### src/rtl/conv_window_sequencer_if.sv
// Signal bundle shared by the pixel source, the window sequencer, the conv datapath and the result consumer.
// master = sequencer side, slave = environment side.
interface conv_window_sequencer_if #(
  parameter int SIZE      = 3,
  parameter int WIDTH_BIT = 8,
  parameter int IMG_W     = 28,
  parameter int IMG_H     = 28
);
  localparam int RW = $clog2(IMG_H);
  localparam int CW = $clog2(IMG_W);

  logic                                     start;
  logic signed [WIDTH_BIT-1:0]              pix_in;
  logic                                     pix_valid;
  logic                                     pix_ready;
  logic [SIZE-1:0][SIZE-1:0][WIDTH_BIT-1:0] win_out;
  logic signed [WIDTH_BIT-1:0]              conv_result;
  logic signed [WIDTH_BIT-1:0]              res_out;
  logic [RW-1:0]                            res_row;
  logic [CW-1:0]                            res_col;
  logic                                     res_valid;
  logic                                     res_ready;
  logic                                     busy;
  logic                                     done;

  modport master (
    input  start, pix_in, pix_valid, conv_result, res_ready,
    output pix_ready, win_out, res_out, res_row, res_col, res_valid, busy, done
  );
  modport slave (
    output start, pix_in, pix_valid, conv_result, res_ready,
    input  pix_ready, win_out, res_out, res_row, res_col, res_valid, busy, done
  );
endinterface

### src/rtl/conv_window_sequencer.sv
// Raster-order pixel stream -> sliding SIZE x SIZE window (SIZE-1 line buffers) -> registered,
// position-tagged conv results on a valid/ready port.
module conv_window_sequencer #(
  parameter int SIZE      = 3,
  parameter int WIDTH_BIT = 8,
  parameter int IMG_W     = 28,
  parameter int IMG_H     = 28
) (
  input logic                     clock,
  input logic                     reset,
  conv_window_sequencer_if.master bus
);
  localparam int RW = $clog2(IMG_H);
  localparam int CW = $clog2(IMG_W);
  localparam logic [CW-1:0] C_LAST = CW'(IMG_W-1);
  localparam logic [RW-1:0] R_LAST = RW'(IMG_H-1);
  localparam logic [CW-1:0] C_MIN  = CW'(SIZE-1);
  localparam logic [RW-1:0] R_MIN  = RW'(SIZE-1);

  typedef enum logic [1:0] {IDLE, RUN, FLUSH, DONE} state_t;
  state_t state, state_nx;

  logic [RW-1:0] r, pend_row, res_row_q;
  logic [CW-1:0] c, pend_col, res_col_q;
  logic          pend, rv, acc, cap, win_ok;
  logic [WIDTH_BIT-1:0]                     lb [SIZE-1][IMG_W];
  logic [SIZE-1:0][WIDTH_BIT-1:0]           newcol;
  logic [SIZE-1:0][SIZE-1:0][WIDTH_BIT-1:0] win;
  logic signed [WIDTH_BIT-1:0]              res_q;

  // Stall input only when a pending window cannot be moved into a blocked output register.
  assign bus.pix_ready = (state == RUN) && !(pend && rv && !bus.res_ready);
  assign acc           = bus.pix_valid && bus.pix_ready;
  assign cap           = pend && (!rv || bus.res_ready);
  assign win_ok        = (r >= R_MIN) && (c >= C_MIN);

  assign bus.win_out   = win;
  assign bus.res_out   = res_q;
  assign bus.res_row   = res_row_q;
  assign bus.res_col   = res_col_q;
  assign bus.res_valid = rv;
  assign bus.busy      = (state == RUN);
  assign bus.done      = (state == DONE);

  always_ff @(posedge clock) begin
    if (reset) state <= IDLE;
    else       state <= state_nx;
  end

  always_comb begin
    state_nx = state;
    case (state)
      IDLE:    if (bus.start) state_nx = RUN;
      RUN:     if (acc && r == R_LAST && c == C_LAST) state_nx = FLUSH;
      FLUSH:   if (!pend && (!rv || bus.res_ready)) state_nx = DONE;
      DONE:    state_nx = IDLE;
      default: state_nx = IDLE;
    endcase
  end

  // New rightmost window column: oldest line buffer row first, live pixel last.
  always_comb begin
    newcol = '0;
    for (int k = 0; k < SIZE-1; k++) newcol[k] = lb[k][c];
    newcol[SIZE-1] = bus.pix_in;
  end

  always_ff @(posedge clock) begin
    if (acc) begin
      for (int k = 0; k < SIZE-2; k++) lb[k][c] <= lb[k+1][c];
      lb[SIZE-2][c] <= bus.pix_in;
    end
  end

  always_ff @(posedge clock) begin
    if (reset) begin
      r         <= '0;
      c         <= '0;
      pend      <= 1'b0;
      pend_row  <= '0;
      pend_col  <= '0;
      win       <= '0;
      res_q     <= '0;
      res_row_q <= '0;
      res_col_q <= '0;
      rv        <= 1'b0;
    end else begin
      if (state == IDLE && bus.start) begin
        r <= '0;
        c <= '0;
      end
      if (acc) begin
        c <= (c == C_LAST) ? '0 : c + CW'(1);
        if (c == C_LAST) r <= r + RW'(1);
        for (int i = 0; i < SIZE; i++) win[i] <= {newcol[i], win[i][SIZE-1:1]};
        if (win_ok) begin
          pend_row <= r - R_MIN;
          pend_col <= c - C_MIN;
        end
      end
      // Windows straddling a row wrap or the first SIZE-1 rows never set pend.
      if (acc && win_ok) pend <= 1'b1;
      else if (cap)      pend <= 1'b0;
      if (cap) begin
        res_q     <= bus.conv_result;
        res_row_q <= pend_row;
        res_col_q <= pend_col;
        rv        <= 1'b1;
      end else if (rv && bus.res_ready) begin
        rv <= 1'b0;
      end
    end
  end
endmodule
### src/flat_wrapper.sv
// flat-port wrapper written by rule: the top's interface ports become plain ports
module conv_window_sequencer_flat 
#(
  parameter int SIZE      = 3,
  parameter int WIDTH_BIT = 8,
  parameter int IMG_W     = 28,
  parameter int IMG_H     = 28
)
  (clock, reset, bus_start, bus_pix_in, bus_pix_valid, bus_conv_result, bus_res_ready, bus_pix_ready, bus_win_out, bus_res_out, bus_res_row, bus_res_col, bus_res_valid, bus_busy, bus_done);
  conv_window_sequencer_if #(.SIZE(SIZE), .WIDTH_BIT(WIDTH_BIT), .IMG_W(IMG_W), .IMG_H(IMG_H)) bus_i ();
  input logic clock;
  input logic reset;
  input wire logic [$bits(bus_i.start)-1:0] bus_start;
  input wire logic [$bits(bus_i.pix_in)-1:0] bus_pix_in;
  input wire logic [$bits(bus_i.pix_valid)-1:0] bus_pix_valid;
  input wire logic [$bits(bus_i.conv_result)-1:0] bus_conv_result;
  input wire logic [$bits(bus_i.res_ready)-1:0] bus_res_ready;
  output wire logic [$bits(bus_i.pix_ready)-1:0] bus_pix_ready;
  output wire logic [$bits(bus_i.win_out)-1:0] bus_win_out;
  output wire logic [$bits(bus_i.res_out)-1:0] bus_res_out;
  output wire logic [$bits(bus_i.res_row)-1:0] bus_res_row;
  output wire logic [$bits(bus_i.res_col)-1:0] bus_res_col;
  output wire logic [$bits(bus_i.res_valid)-1:0] bus_res_valid;
  output wire logic [$bits(bus_i.busy)-1:0] bus_busy;
  output wire logic [$bits(bus_i.done)-1:0] bus_done;
  assign bus_i.start = bus_start;
  assign bus_i.pix_in = bus_pix_in;
  assign bus_i.pix_valid = bus_pix_valid;
  assign bus_i.conv_result = bus_conv_result;
  assign bus_i.res_ready = bus_res_ready;
  assign bus_pix_ready = bus_i.pix_ready;
  assign bus_win_out = bus_i.win_out;
  assign bus_res_out = bus_i.res_out;
  assign bus_res_row = bus_i.res_row;
  assign bus_res_col = bus_i.res_col;
  assign bus_res_valid = bus_i.res_valid;
  assign bus_busy = bus_i.busy;
  assign bus_done = bus_i.done;
  conv_window_sequencer #(.SIZE(SIZE), .WIDTH_BIT(WIDTH_BIT), .IMG_W(IMG_W), .IMG_H(IMG_H)) u_core (.clock(clock), .reset(reset), .bus(bus_i));
endmodule
### config.mk
export PLATFORM = sky130hd
export DESIGN_NAME = conv_window_sequencer_flat
export DESIGN_NICKNAME = d
export VERILOG_FILES = /design/src/rtl/conv_window_sequencer_if.sv /design/src/rtl/conv_window_sequencer.sv /design/src/flat_wrapper.sv
export SDC_FILE = /design/constraint.sdc
export NUM_CORES = 1
export LEC_CHECK = 0
export ABC_AREA = 1
export ABC_CLOCK_PERIOD_IN_PS = 3350
export CORE_ASPECT_RATIO = 1.25
export CORE_UTILIZATION = 30
export CTS_CLUSTER_SIZE = 8
export DETAILED_ROUTE_END_ITERATION = 8
export GPL_ROUTABILITY_DRIVEN = 1
export PLACE_DENSITY = 0.42
export SYNTH_ARGS = -nofsm -noshare
export SYNTH_HDL_FRONTEND = slang
export SYNTH_SLANG_ARGS = --single-unit
### constraint.sdc
create_clock -name clock -period 3.35 [get_ports clock]
set_clock_uncertainty 0.15 [all_clocks]
set_input_delay 0.335 -clock clock [delete_from_list [all_inputs] [get_ports clock]]
set_output_delay 0.335 -clock clock [all_outputs]
set_load 0.02 [all_outputs]
# After elaboration in Yosys (flattened, before gate mapping)
# Memory sizes are Yosys's and may differ from the RTL's.
# Cells that the tools add are included.
# totals
memories	1
ram_bits	448
regBits	114
output_inout_bits	94
elab_cells	85
input_bits	21
# memory_table
name	words	word_bits	read_ports	rd_ports_with_merged_regs	write_ports	line	text
u_core.lb	2	224	2	0	2	conv_window_sequencer.sv:26	logic [WIDTH_BIT-1:0] lb [SIZE-1][IMG_W];
# op_classes
reduce_logical	24
eq_ne	8
muxes	24
addsub	4
bitwise	1
order_cmp	4
# ops
operator	count
224-bit two-way mux	1
8-bit binary-select mux with 5-bit select	2
8-bit demux with 5-bit select	1
8-bit two-way mux	5
5-bit two-way mux	6
1-bit logical AND	13
5-bit by 1-bit adder with 5-bit output (second input constant)	2
5-bit == test (second input constant)	2
5-bit by 2-bit greater-or-equal comparator with 1-bit output (second input constant)	2
5-bit by 2-bit subtractor with 5-bit output (second input constant)	2
2-bit case mux with 4 select lines	1
6-bit greater-or-equal comparator (second input constant)	1
6-bit by 1-bit < comparator with 1-bit output (second input constant)	1
2-bit two-way mux	3
5-bit NOT with 6-bit output	1
2-bit nonzero test	3
1-bit two-way mux	5
2-bit == test (second input constant)	2
1-bit zero test	4
2-bit by 1-bit != test with 1-bit output (second input constant)	2
3-bit AND reduction	1
2-bit by 1-bit == test with 1-bit output (second input constant)	1
2-bit zero test	1
2-bit != test (second input constant)	1
other kinds (2)	2

# Logic depth before layout (Yosys ltp)
# Gate-level depths: netlist of the first run.
# logic_depth
depth_word	9
depth_mapped	13
depth_no_buf	11

# Least setup slack after synthesis of the first run
# No wires, ideal clock.
# synth_path
path_kind	register to register
from	reg u_core.state[1]
to	mem u_core.lb[0][104] in the netlist's numbering, enable pin
setup_time_ns	0.388
stages_incl_launch_ff	9
setup_slack_ns	0.545
required_ns	2.812
synth_period_minus_slack_ns	2.805
n_path_buf	2
arrival_ns	2.267
path_cell_list	dfxtp_1 -> inv_1 -> ha_1 -> nand3_2 -> inv_2 -> buf_2 -> buf_2 -> nand2_1 -> nor2_1
# synth_rtl
item	line	text
start, declared	conv_window_sequencer.sv:21	state_t state, state_nx;
start signal, assigned	conv_window_sequencer.sv:47	else state <= state_nx;
end, declared	conv_window_sequencer.sv:26	

==> qor.csv, run 1 <==
metric,value,unit
"area leader, netlist",edfxtp_1,
initial DRC count,1140,
pins over their slew limit,0,
synthesized area per cell,10.2,µm²
htree depth,3,
port bufs,114,
setup total negative slack,0,ns
CP Class,flip-flop to flip-flop,
Sw Share,0.275,
starting density of the core,0.305,
Std-Cell Rows,112,
Die X,249,µm
CTS-repair resized insts,0,
Hold WC Path Type,input pin to flip-flop,
Placement Setup Slack,0.251,ns
setup violators final,0,
Tmin final,3.02,ns
met3 GRT Util,0.0265,
GRT Total Usage,0.179,
die height,311,µm
mapped cell area,0.0229,mm²
global route overflow,0,
Max VDD drop,319,µV
Final Hold Vio Count,0,
critical path required time,3.65,ns
Worst Path Max Fanout,71,
vias per cell,4.64,
Cells on Worst Hold Path,3,
total number of vias,15900,
LEAKAGE,10.5,nW
CTS tree,built,
first-pass GRT wire length,103000,µm
GR peak layer,met2,
pin count of the biggest net entering global routing,74,
routed length per instance,20.2,µm
total power,18.3,mW
internal power,13.3,mW
Slew Limit Headroom,0.441,
max_cap viols,0,
clk_lat worst skew,0.62,ns
Layout Utilization,0.372,
CP Capture Type,flip-flop,
RSZ-0062 raised after global routing,false,
TritonCTS Buffers,80,
Startpoint Class,flip-flop,
sequential area share after synthesis,0.688,
Layout fillers,7470,
Setup WS post-layout,0.330,ns
Clock Path Buffers,3,
"Distinct cells, synth",33,
combinational share of power,0.162,
Synth Register Bits,562,
Synth warnings,0,
core footprint,0.0751,mm²
antenna violations before repair,1,
synthesis-to-layout area growth,22.1,%
Net Sw Power,5.04,mW
cts hold-fix bufs,0,
number of global-route vias before repair,15800,
Antenna Nets Post-Route,0,
IO Count,115,
CTS root buf,clkbuf_16,
dpl cells,3311,
Die Footprint,0.0774,mm²
Clock power frac,0.400,
Finished Layout Cells,3421,
clock net sink count,562,
Post-Synthesis Cells,2235,
gpl congestion,0.849,
met2 global-route usage,0.310,
DRC Markers,0,
number of antenna diodes,0,
Area contributors post-synth,"edfxtp_1 59%, nand2_1 10%, dfxtp_1 10%",
status,"complete, no violations",
Placed Area,0.0257,mm²
Reg power frac,0.438,
number of iterations in the first detailed-routing pass,5,
Synth Net Count,2271,
top cell type's share of synthesized area,0.588,
Tcrit/Tclk final,0.902,
share of layout cells above drive strength 1,0.0893,
r2r worst-path depth,9,
final instance area,0.0279,mm²
Final HPWL DP,45000,µm
Critical Path AT,3.32,ns
Routed WL,69100,µm
Slew @ Worst Pin,0.837,ns
FMAX,331,MHz
clock transition at the registers of the reported paths,0.05,ns
Post CTS Setup Buffer Count,0,
routing usage on met1,0.224,
P per Cell Area,656,mW/mm²
hold_ws,0.208,ns
nets,2460,
==> flip-flops by register name (all words and copies together) (netlist names) <==
register and cells:
u_core.bus.res_col 5, u_core.bus.res_out 8, u_core.bus.res_row 5, u_core.bus.res_valid 1, u_core.bus.win_out 72, u_core.c 5, u_core.lb 448, u_core.pend 1
u_core.pend_col 5, u_core.pend_row 5, u_core.r 5, u_core.state 2
==> metal layers <==
layer / share of wire / wire [µm] / vias up
li1: - / - / 7757
met3: 0.038 / 2620 / 93
met4: 0.030 / 2050 / 0
met5: 0 / 0 / -
met1: 0.43 / 29900 / 7667
met2: 0.50 / 34600 / 350
==> final timing paths <==
check	slack, ns	from	endpoint
setup / recovery	0.33	u_core.c[0]	u_core.lb[0][186]
hold / removal	0.21	bus_conv_result[2]	u_core.bus.res_out[2]
setup reg to reg	0.33	u_core.c[0]	u_core.lb[0][186]
hold reg to reg	0.31	u_core.bus.win_out[49]	u_core.bus.win_out[49]
==> worst max-delay path, stage by stage (launching register included) <==
cell and delay (ns):
dfxtp_4 0.54, buf_12 0.36, buf_12 0.25, o21ai_0 0.11, o21ai_0 0.57, nand2_1 0.12
nand2_1 0.15, nor2_1 0.07, nand2_1 0.20, buf_12 0.21
==> placed cells by master (no fill, tap or decap), drive strengths merged <==
cell type,netlist,layout
a21oi,87,87
buf,71,108
a211oi,2,2
nor3,4,4
edfxtp,448,448
clkdlybuf4s50,0,113
nand3,95,95
or2,1,1
xnor2,1,1
ha,15,15
inv,154,153
dfxtp,114,114
xor2,4,4
o21a,17,17
o21ai,196,196
nand2,616,616
a31oi,1,1
nand4,3,3
clkinv,1,5
o211ai,3,3
and2,1,1
clkbuf,43,107
nor2,358,358
==> power by group through the flow <==
stage	Combinational (mW)	Sequential (mW)	Clock [mW]
finish	2.97	8.03	7.33
global route	3.27	8.04	7.80
CTS	3.04	8.03	7.55
detailed placement	3.03	8.16	0
global placement	3.02	8.16	0
floorplan	1.51	8.21	0
==> cells by family (layout without fill, tap and decap cells) <==
| group | count (synthesis) | after routing | share of synthesized area |
|---|---|---|---|
| AOI/OAI and AO/OA | 306 | 306 | 0.0694 |
| xor gates and xnor gates | 5 | 5 | 0.00191 |
| adders and majority gates | 15 | 15 | 0.00820 |
| buffers and inverters | 269 | 486 | 0.0478 |
| DFF | 562 | 562 | 0.688 |
| and+or+nand+nor | 1078 | 1078 | 0.185 |
==> cell usage after synthesis <==
master,count
nand2_1,612
nand2_4,1
clkinv_1,1
nor2_4,1
buf_1,11
nor2_2,2
nor3_1,4
nand4_1,3
dfxtp_1,114
clkbuf_1,43
a21oi_1,87
inv_4,1
ha_1,15
and2_1,1
nand3_1,94
o21ai_0,187
nor2_1,354
o211ai_1,3
o21a_1,17
or2_2,1
inv_1,147
nand3_2,1
a211oi_1,2
nor2_8,1
xor2_1,4
o21ai_1,9
edfxtp_1,448
a31oi_1,1
nand2_2,3
xnor2_1,1
buf_4,3
inv_2,6
buf_2,57
==> final cells by class <==
class,count,area (µm²),area share
Clock buffer,107,2190,0.0783
Sequential cell,562,15700,0.564
Tap cell,969,1210,0.0434
Clock inverter,3,33.8,0.00121
Inverter,155,592,0.0212
Timing Repair Buffer,221,2100,0.0752
Multi-Input combinational cell,1404,6060,0.217
Power figures use the tool's default switching activity.
==> run 2, diff against run 1 <==
--- a/config.mk
+++ b/config.mk
@@ -8,10 +8,12 @@
 export ABC_AREA = 1
 export ABC_CLOCK_PERIOD_IN_PS = 3350
 export CORE_ASPECT_RATIO = 1.25
+export CORE_MARGIN = 2
 export CORE_UTILIZATION = 30
 export CTS_CLUSTER_SIZE = 8
 export DETAILED_ROUTE_END_ITERATION = 8
 export GPL_ROUTABILITY_DRIVEN = 1
+export MAX_ROUTING_LAYER = met4
 export PLACE_DENSITY = 0.42
 export SYNTH_ARGS = -nofsm -noshare
 export SYNTH_HDL_FRONTEND = slang
==> run 2 against run 1 <==
  * Maximum frequency up 4.1%
  * Flip-flop and latch count unchanged
  * Critical path depth up 2
  * Largest cell class unchanged
  * Critical path type unchanged
  * Sequential share of layout area up 0.30 points
==> qor.csv, run 2 (synthesis results as in run 1) <==
metric,value,unit,change
share of layout cells above drive strength 1,0.0818,,was 0.0893
Final Hold Vio Count,0,,unchanged
Antenna Nets Post-Route,0,,unchanged
pins over their slew limit,0,,unchanged
total power,18.2,mW,was 18.3 mW
synthesis-to-layout area growth,21.4,%,was 22.1%
Largest Register,u_core.lb,,unchanged
Crit Reg-Reg Endpoint,u_core.lb[0][202],,was u_core.lb[0][186]
number of global-route vias before repair,15800,,about the same
WHS Endpoint,u_core.c[4],,was u_core.bus.res_out[2]
Placement Setup Slack,0.440,ns,was 0.251 ns
die height,313,µm,was 311 µm
Setup WS post-layout,0.449,ns,was 0.330 ns
first-pass GRT wire length,105000,µm,"was 103,000 µm"
CTS-repair resized insts,0,,unchanged
Die Footprint,0.0785,mm²,was 0.0774 mm²
starting density of the core,0.302,,was 0.305
Layout Utilization,0.367,,was 0.372
hold_ws,0.207,ns,was 0.208 ns
clock net sink count,562,,unchanged
clk_lat worst skew,0.62,ns,about the same
"CP delay by family, top",buffers and inverters,,unchanged
"commonest non-fill, non-tap cell in the layout",nand2_1,,unchanged
TritonCTS Buffers,80,,unchanged
Clock Path Buffers,3,,unchanged
Die X,251,µm,was 249 µm
Final HPWL DP,44200,µm,"was 45,000 µm"
core footprint,0.0758,mm²,was 0.0751 mm²
pin count of the biggest net entering global routing,85,,was 74
Hold WC Path Type,input pin to flip-flop,,unchanged
Std-Cell Rows,113,,was 112
max reg flops,448,,unchanged
Slew @ Worst Pin,0.949,ns,was 0.837 ns
r2r worst-path depth,11,,was 9
total number of vias,16000,,"was 15,900"
antenna violations before repair,0,,was 1
gpl congestion,0.811,,was 0.849
critical path required time,3.51,ns,was 3.65 ns
setup violators final,0,,unchanged
CP Capture Type,flip-flop,,unchanged
initial DRC count,1104,,"was 1,140"
status,"complete, no violations",,unchanged
setup total negative slack,0,ns,unchanged
port bufs,114,,unchanged
number of antenna diodes,0,,unchanged
FMAX,345,MHz,was 331 MHz
vias per cell,4.68,,was 4.64
Routed WL,70300,µm,"was 69,100 µm"
Reg-to-Reg Start,u_core.c[0],,unchanged
Layout fillers,7541,,"was 7,470"
global route overflow,0,,unchanged
CP Class,flip-flop to flip-flop,,unchanged
CP most frequent cell,nand2_1,,
Post CTS Setup Buffer Count,0,,unchanged
hold_sp,reset,,was bus_conv_result[2]
Slew Limit Headroom,0.366,,was 0.441
Tcrit/Tclk final,0.866,,was 0.902
IO Count,115,,unchanged
clock transition at the registers of the reported paths,0.06,ns,was 0.05 ns
"critical path, cell by cell",inv_6 -> buf_12 -> buf_4 -> nand2_1 -> nand3_1 -> nand2_1 -> nand2_1 -> nand3_1 -> nor2_1 -> nand2_1 -> buf_4,,was buf_12 -> buf_12 -> o21ai_0 -> o21ai_0 -> nand2_1 -> nand2_1 -> nor2_1 -> nand2_1 -> buf_12
number of iterations in the first detailed-routing pass,5,,unchanged
nets,2441,,"was 2,460"
Startpoint Class,flip-flop,,unchanged
CP max stage cell,dfxtp_4,,was o21ai_0
cts hold-fix bufs,0,,unchanged
max incr delay on CP,0.53,ns,was 0.57 ns
Critical Path AT,3.06,ns,was 3.32 ns
worst path buffer plus inverter count,4,,was 3
routed length per instance,20.6,µm,was 20.2 µm
DRC Markers,0,,unchanged
CTS root buf,clkbuf_16,,unchanged
max_cap viols,0,,unchanged
CTS tree,built,,unchanged
LEAKAGE,10.4,nW,was 10.5 nW
Worst Path Max Fanout,41,,was 71
GRT Total Usage,0.184,,was 0.179
P per Cell Area,657,mW/mm²,was 656 mW/mm²
R2R setup slack,0.45,ns,was 0.33 ns
htree depth,3,,unchanged
Tmin final,2.90,ns,was 3.02 ns
Cells on Worst Hold Path,4,,was 3
"commonest non-fill, non-tap cells in the layout","612 x nand2_1, 448 x edfxtp_1, 350 x nor2_1",,"was 612 x nand2_1, 448 x edfxtp_1, 349 x nor2_1"
Max VDD drop,311,µV,was 319 µV
RSZ-0062 raised after global routing,false,,unchanged
## run 2: power breakdown
part	internal [mW]	switching [mW]	leakage, nW
Sequential	7.92	0.136	4.95
Combinational	0.813	1.98	4.39
Clock	4.51	2.88	1.08
Total	13.2	5.00	10.4
## run 2: per-stage QoR
step | area [µm²] | cells
2_1_floorplan | 22900 | 2235
3_3_place_gp | 25600 | 3300
3_5_place_dp | 25600 | 3300
4_1_cts | 27800 | 3411
5_1_grt | 27800 | 3411
6_report | 27800 | 3411
## run 2: area by class of cell
cell class | count | area (µm²) | area share
clock buffer | 107 | 2170 | 0.0780
clock inverter | 4 | 56.3 | 0.00203
inverter | 155 | 592 | 0.0213
multi-input combinational | 1404 | 6060 | 0.218
sequential | 562 | 15700 | 0.567
tap | 977 | 1220 | 0.0440
timing repair buffer | 202 | 1950 | 0.0701
## run 2: worst min-delay path: cells and delay by family
| family | cells | cell delay, ns |
|---|---|---|
| buffers and inverters | 3 | 0.40 |
| AOI/OAI and AO/OA | 1 | 0.17 |
## run 2: worst max-delay path by stage
stage,cells after the start,startpoint,to
2_1_floorplan,8,u_core.state[1],u_core.lb[0][104]
3_3_place_gp,11,u_core.c[0],u_core.lb[0][194]
3_5_place_dp,11,u_core.c[0],u_core.lb[0][202]
4_1_cts,11,u_core.c[0],u_core.lb[0][202]
5_1_grt,11,u_core.c[0],u_core.lb[0][202]
6_report,11,u_core.c[0],u_core.lb[0][202]
## run 2: metal layers
layer	GRT usage	share of wire	vias to the layer above
met2	0.314	0.50	379
li1	-	-	7721
met3	0.0245	0.042	85
met5	-	0	-
met1	0.229	0.44	7776
met4	0.0537	0.020	0
==> run 3, diff against run 2 <==
--- a/config.mk
+++ b/config.mk
@@ -15,6 +15,7 @@
 export GPL_ROUTABILITY_DRIVEN = 1
 export MAX_ROUTING_LAYER = met4
 export PLACE_DENSITY = 0.42
+export REMOVE_ABC_BUFFERS = 1
 export SYNTH_ARGS = -nofsm -noshare
 export SYNTH_HDL_FRONTEND = slang
 export SYNTH_SLANG_ARGS = --single-unit
==> run 3 against run 2 <==
  * Final cell count grew 0.47%
  * Non-clock buffer count grew 4
  * Sequential power shrank 0.5%
  * Via count is essentially flat
  * Largest power group unchanged
==> qor.csv, run 3 (synthesis results as in run 1) <==
metric,value,unit,change
Tmin final,2.77,ns,was 2.90 ns
routing usage on met1,0.232,,was 0.229
WHS Endpoint,u_core.bus.res_col[0],,was u_core.c[4]
Critical Path AT,2.91,ns,was 3.06 ns
port bufs,114,,unchanged
htree depth,3,,unchanged
"CP delay by family, top",buffers and inverters,,unchanged
clock net sink count,562,,unchanged
P per Cell Area,664,mW/mm²,was 657 mW/mm²
Reg-to-Reg Start,u_core.c[0],,unchanged
"commonest non-fill, non-tap cells in the layout","612 x nand2_1, 448 x edfxtp_1, 353 x nor2_1",,"was 612 x nand2_1, 448 x edfxtp_1, 350 x nor2_1"
CP Class,flip-flop to flip-flop,,unchanged
TritonCTS Buffers,80,,unchanged
max incr delay on CP,0.52,ns,was 0.53 ns
antenna violations before repair,1,,was 0
Post CTS Setup Buffer Count,0,,unchanged
clock transition at the registers of the reported paths,0.06,ns,about the same
Max VDD drop,336,µV,was 311 µV
Cells on Worst Hold Path,4,,unchanged
"commonest non-fill, non-tap cell in the layout",nand2_1,,unchanged
worst path buffer plus inverter count,3,,was 4
Worst Path Max Fanout,76,,was 41
LEAKAGE,10.5,nW,was 10.4 nW
Largest Register,u_core.lb,,unchanged
nets,2445,,"was 2,441"
Placed Area,0.0256,mm²,about the same
hold_sp,reset,,unchanged
Routed WL,71100,µm,"was 70,300 µm"
number of global-route vias before repair,15600,,"was 15,800"
GR peak layer,met2,,unchanged
clk_lat worst skew,0.62,ns,about the same
Antenna Nets Post-Route,0,,unchanged
critical path required time,3.49,ns,was 3.51 ns
met3 GRT Util,0.0277,,was 0.0245
number of antenna diodes,0,,unchanged
starting density of the core,0.302,,unchanged
setup violators final,0,,unchanged
Hold WC Path Type,input pin to flip-flop,,unchanged
number of iterations in the first detailed-routing pass,6,,was 5
IO Count,115,,unchanged
area of the multi-input gates,0.00605,mm²,was 0.00606 mm²
max reg flops,448,,unchanged
global route overflow,0,,unchanged
max_cap viols,0,,unchanged
Final Hold Vio Count,0,,unchanged
routed length per instance,20.7,µm,was 20.6 µm
CP Capture Type,flip-flop,,unchanged
total number of vias,16000,,about the same
Std-Cell Rows,113,,unchanged
status,"complete, no violations",,unchanged
register area,0.0157,mm²,unchanged
Placement Setup Slack,0.568,ns,was 0.440 ns
share of layout cells above drive strength 1,0.0812,,was 0.0818
Layout Utilization,0.368,,was 0.367
initial DRC count,1236,,"was 1,104"
DRC Markers,0,,unchanged
met2 global-route usage,0.312,,was 0.314
Layout fillers,7494,,"was 7,541"
CTS tree,built,,unchanged
pin count of the biggest net entering global routing,101,,was 85
Tcrit/Tclk final,0.826,,was 0.866
FMAX,361,MHz,was 345 MHz
Slew @ Worst Pin,0.960,ns,was 0.949 ns
RSZ-0062 raised after global routing,false,,unchanged
Clock Path Buffers,3,,unchanged
Die X,251,µm,unchanged
final instance area,0.0279,mm²,was 0.0278 mm²
Startpoint Class,flip-flop,,unchanged
CTS root buf,clkbuf_16,,unchanged
r2r worst-path depth,6,,was 11
synthesis-to-layout area growth,22.0,%,was 21.4%
"critical path, cell by cell",inv_6 -> buf_12 -> ha_1 -> nand2_1 -> nor2_1 -> buf_4,,was inv_6 -> buf_12 -> buf_4 -> nand2_1 -> nand3_1 -> nand2_1 -> nand2_1 -> nand3_1 -> nor2_1 -> nand2_1 -> buf_4
GRT Total Usage,0.186,,was 0.184
die height,313,µm,unchanged
vias per cell,4.65,,was 4.68
Die Footprint,0.0785,mm²,unchanged
Crit Reg-Reg Endpoint,u_core.lb[0][329],,was u_core.lb[0][202]
cts hold-fix bufs,0,,unchanged
first-pass GRT wire length,105000,µm,about the same
R2R setup slack,0.58,ns,was 0.45 ns
Setup WS post-layout,0.582,ns,was 0.449 ns
gpl congestion,0.827,,was 0.811
pins over their slew limit,0,,unchanged
core footprint,0.0758,mm²,unchanged
CTS-repair resized insts,0,,unchanged
Slew Limit Headroom,0.358,,was 0.366
Final HPWL DP,44200,µm,about the same
CP max stage cell,inv_6,,was dfxtp_4
==> run 3: cell count changes in the layout (fill, tap and decap cells not counted) <==
cell,previous run,this run
buf_12,12,17
buf_4,76,75
inv_6,4,2
inv_16,0,1
nor2_1,350,353
clkbuf_1,24,37
nor2_2,6,3
==> run 3: tightest hold or removal path, cell delays in order <==
cell	delay [ns]
buf_2	0.09
inv_1	0.21
o21ai_0	0.15
nor2_1	0.05
==> run 3: area by class of cell <==
class	count	area share
clock inverters	3	0.00211
inverters	155	0.0212
flip-flops and latches	562	0.564
clock buffers	120	0.0794
well taps	977	0.0438
multi-input cells	1404	0.217
repair buffers	206	0.0730
==> run 3: layer usage <==
layer  vias up  routed length, µm  part of all wire
met5         -                  0                 0
met4         0               1760             0.025
met3        94               2960             0.042
met2       392              35300              0.50
met1      7719              31000              0.44
li1       7747                  -                 -
==> run 3: where the power goes <==
part,leakage [nW],switching (mW),internal (mW)
clock,1.09,2.93,4.58
combinational,4.44,2.10,0.906
sequential,4.95,0.103,7.92
==> run 3: worst max-delay path by stage <==
stage                     slack (ns)  depth (start not counted)                  to         from
after floorplan                -5.51                          8  u_core.pend_col[1]  u_core.c[0]
after global placement          0.56                          9   u_core.lb[0][169]  u_core.c[0]
after detailed placement        0.57                          9   u_core.lb[0][161]  u_core.c[0]
after CTS                       0.53                          9   u_core.lb[0][161]  u_core.c[0]
after global routing            0.46                          6   u_core.lb[0][109]  u_core.c[0]
final                           0.58                          6   u_core.lb[0][329]  u_core.c[0]
==> run 3: stage by stage <==
step	TNS, ns	hold slack [ns]	cells	total power, mW
finish	0	0.116	3427	18.5
CTS	0	0.102	3427	18.8
global placement	0	0.293	3304	11.2
floorplan	-3197.18	0.254	2121	9.69
global route	0	0.174	3427	19.3
detailed placement	0	0.300	3304	11.2
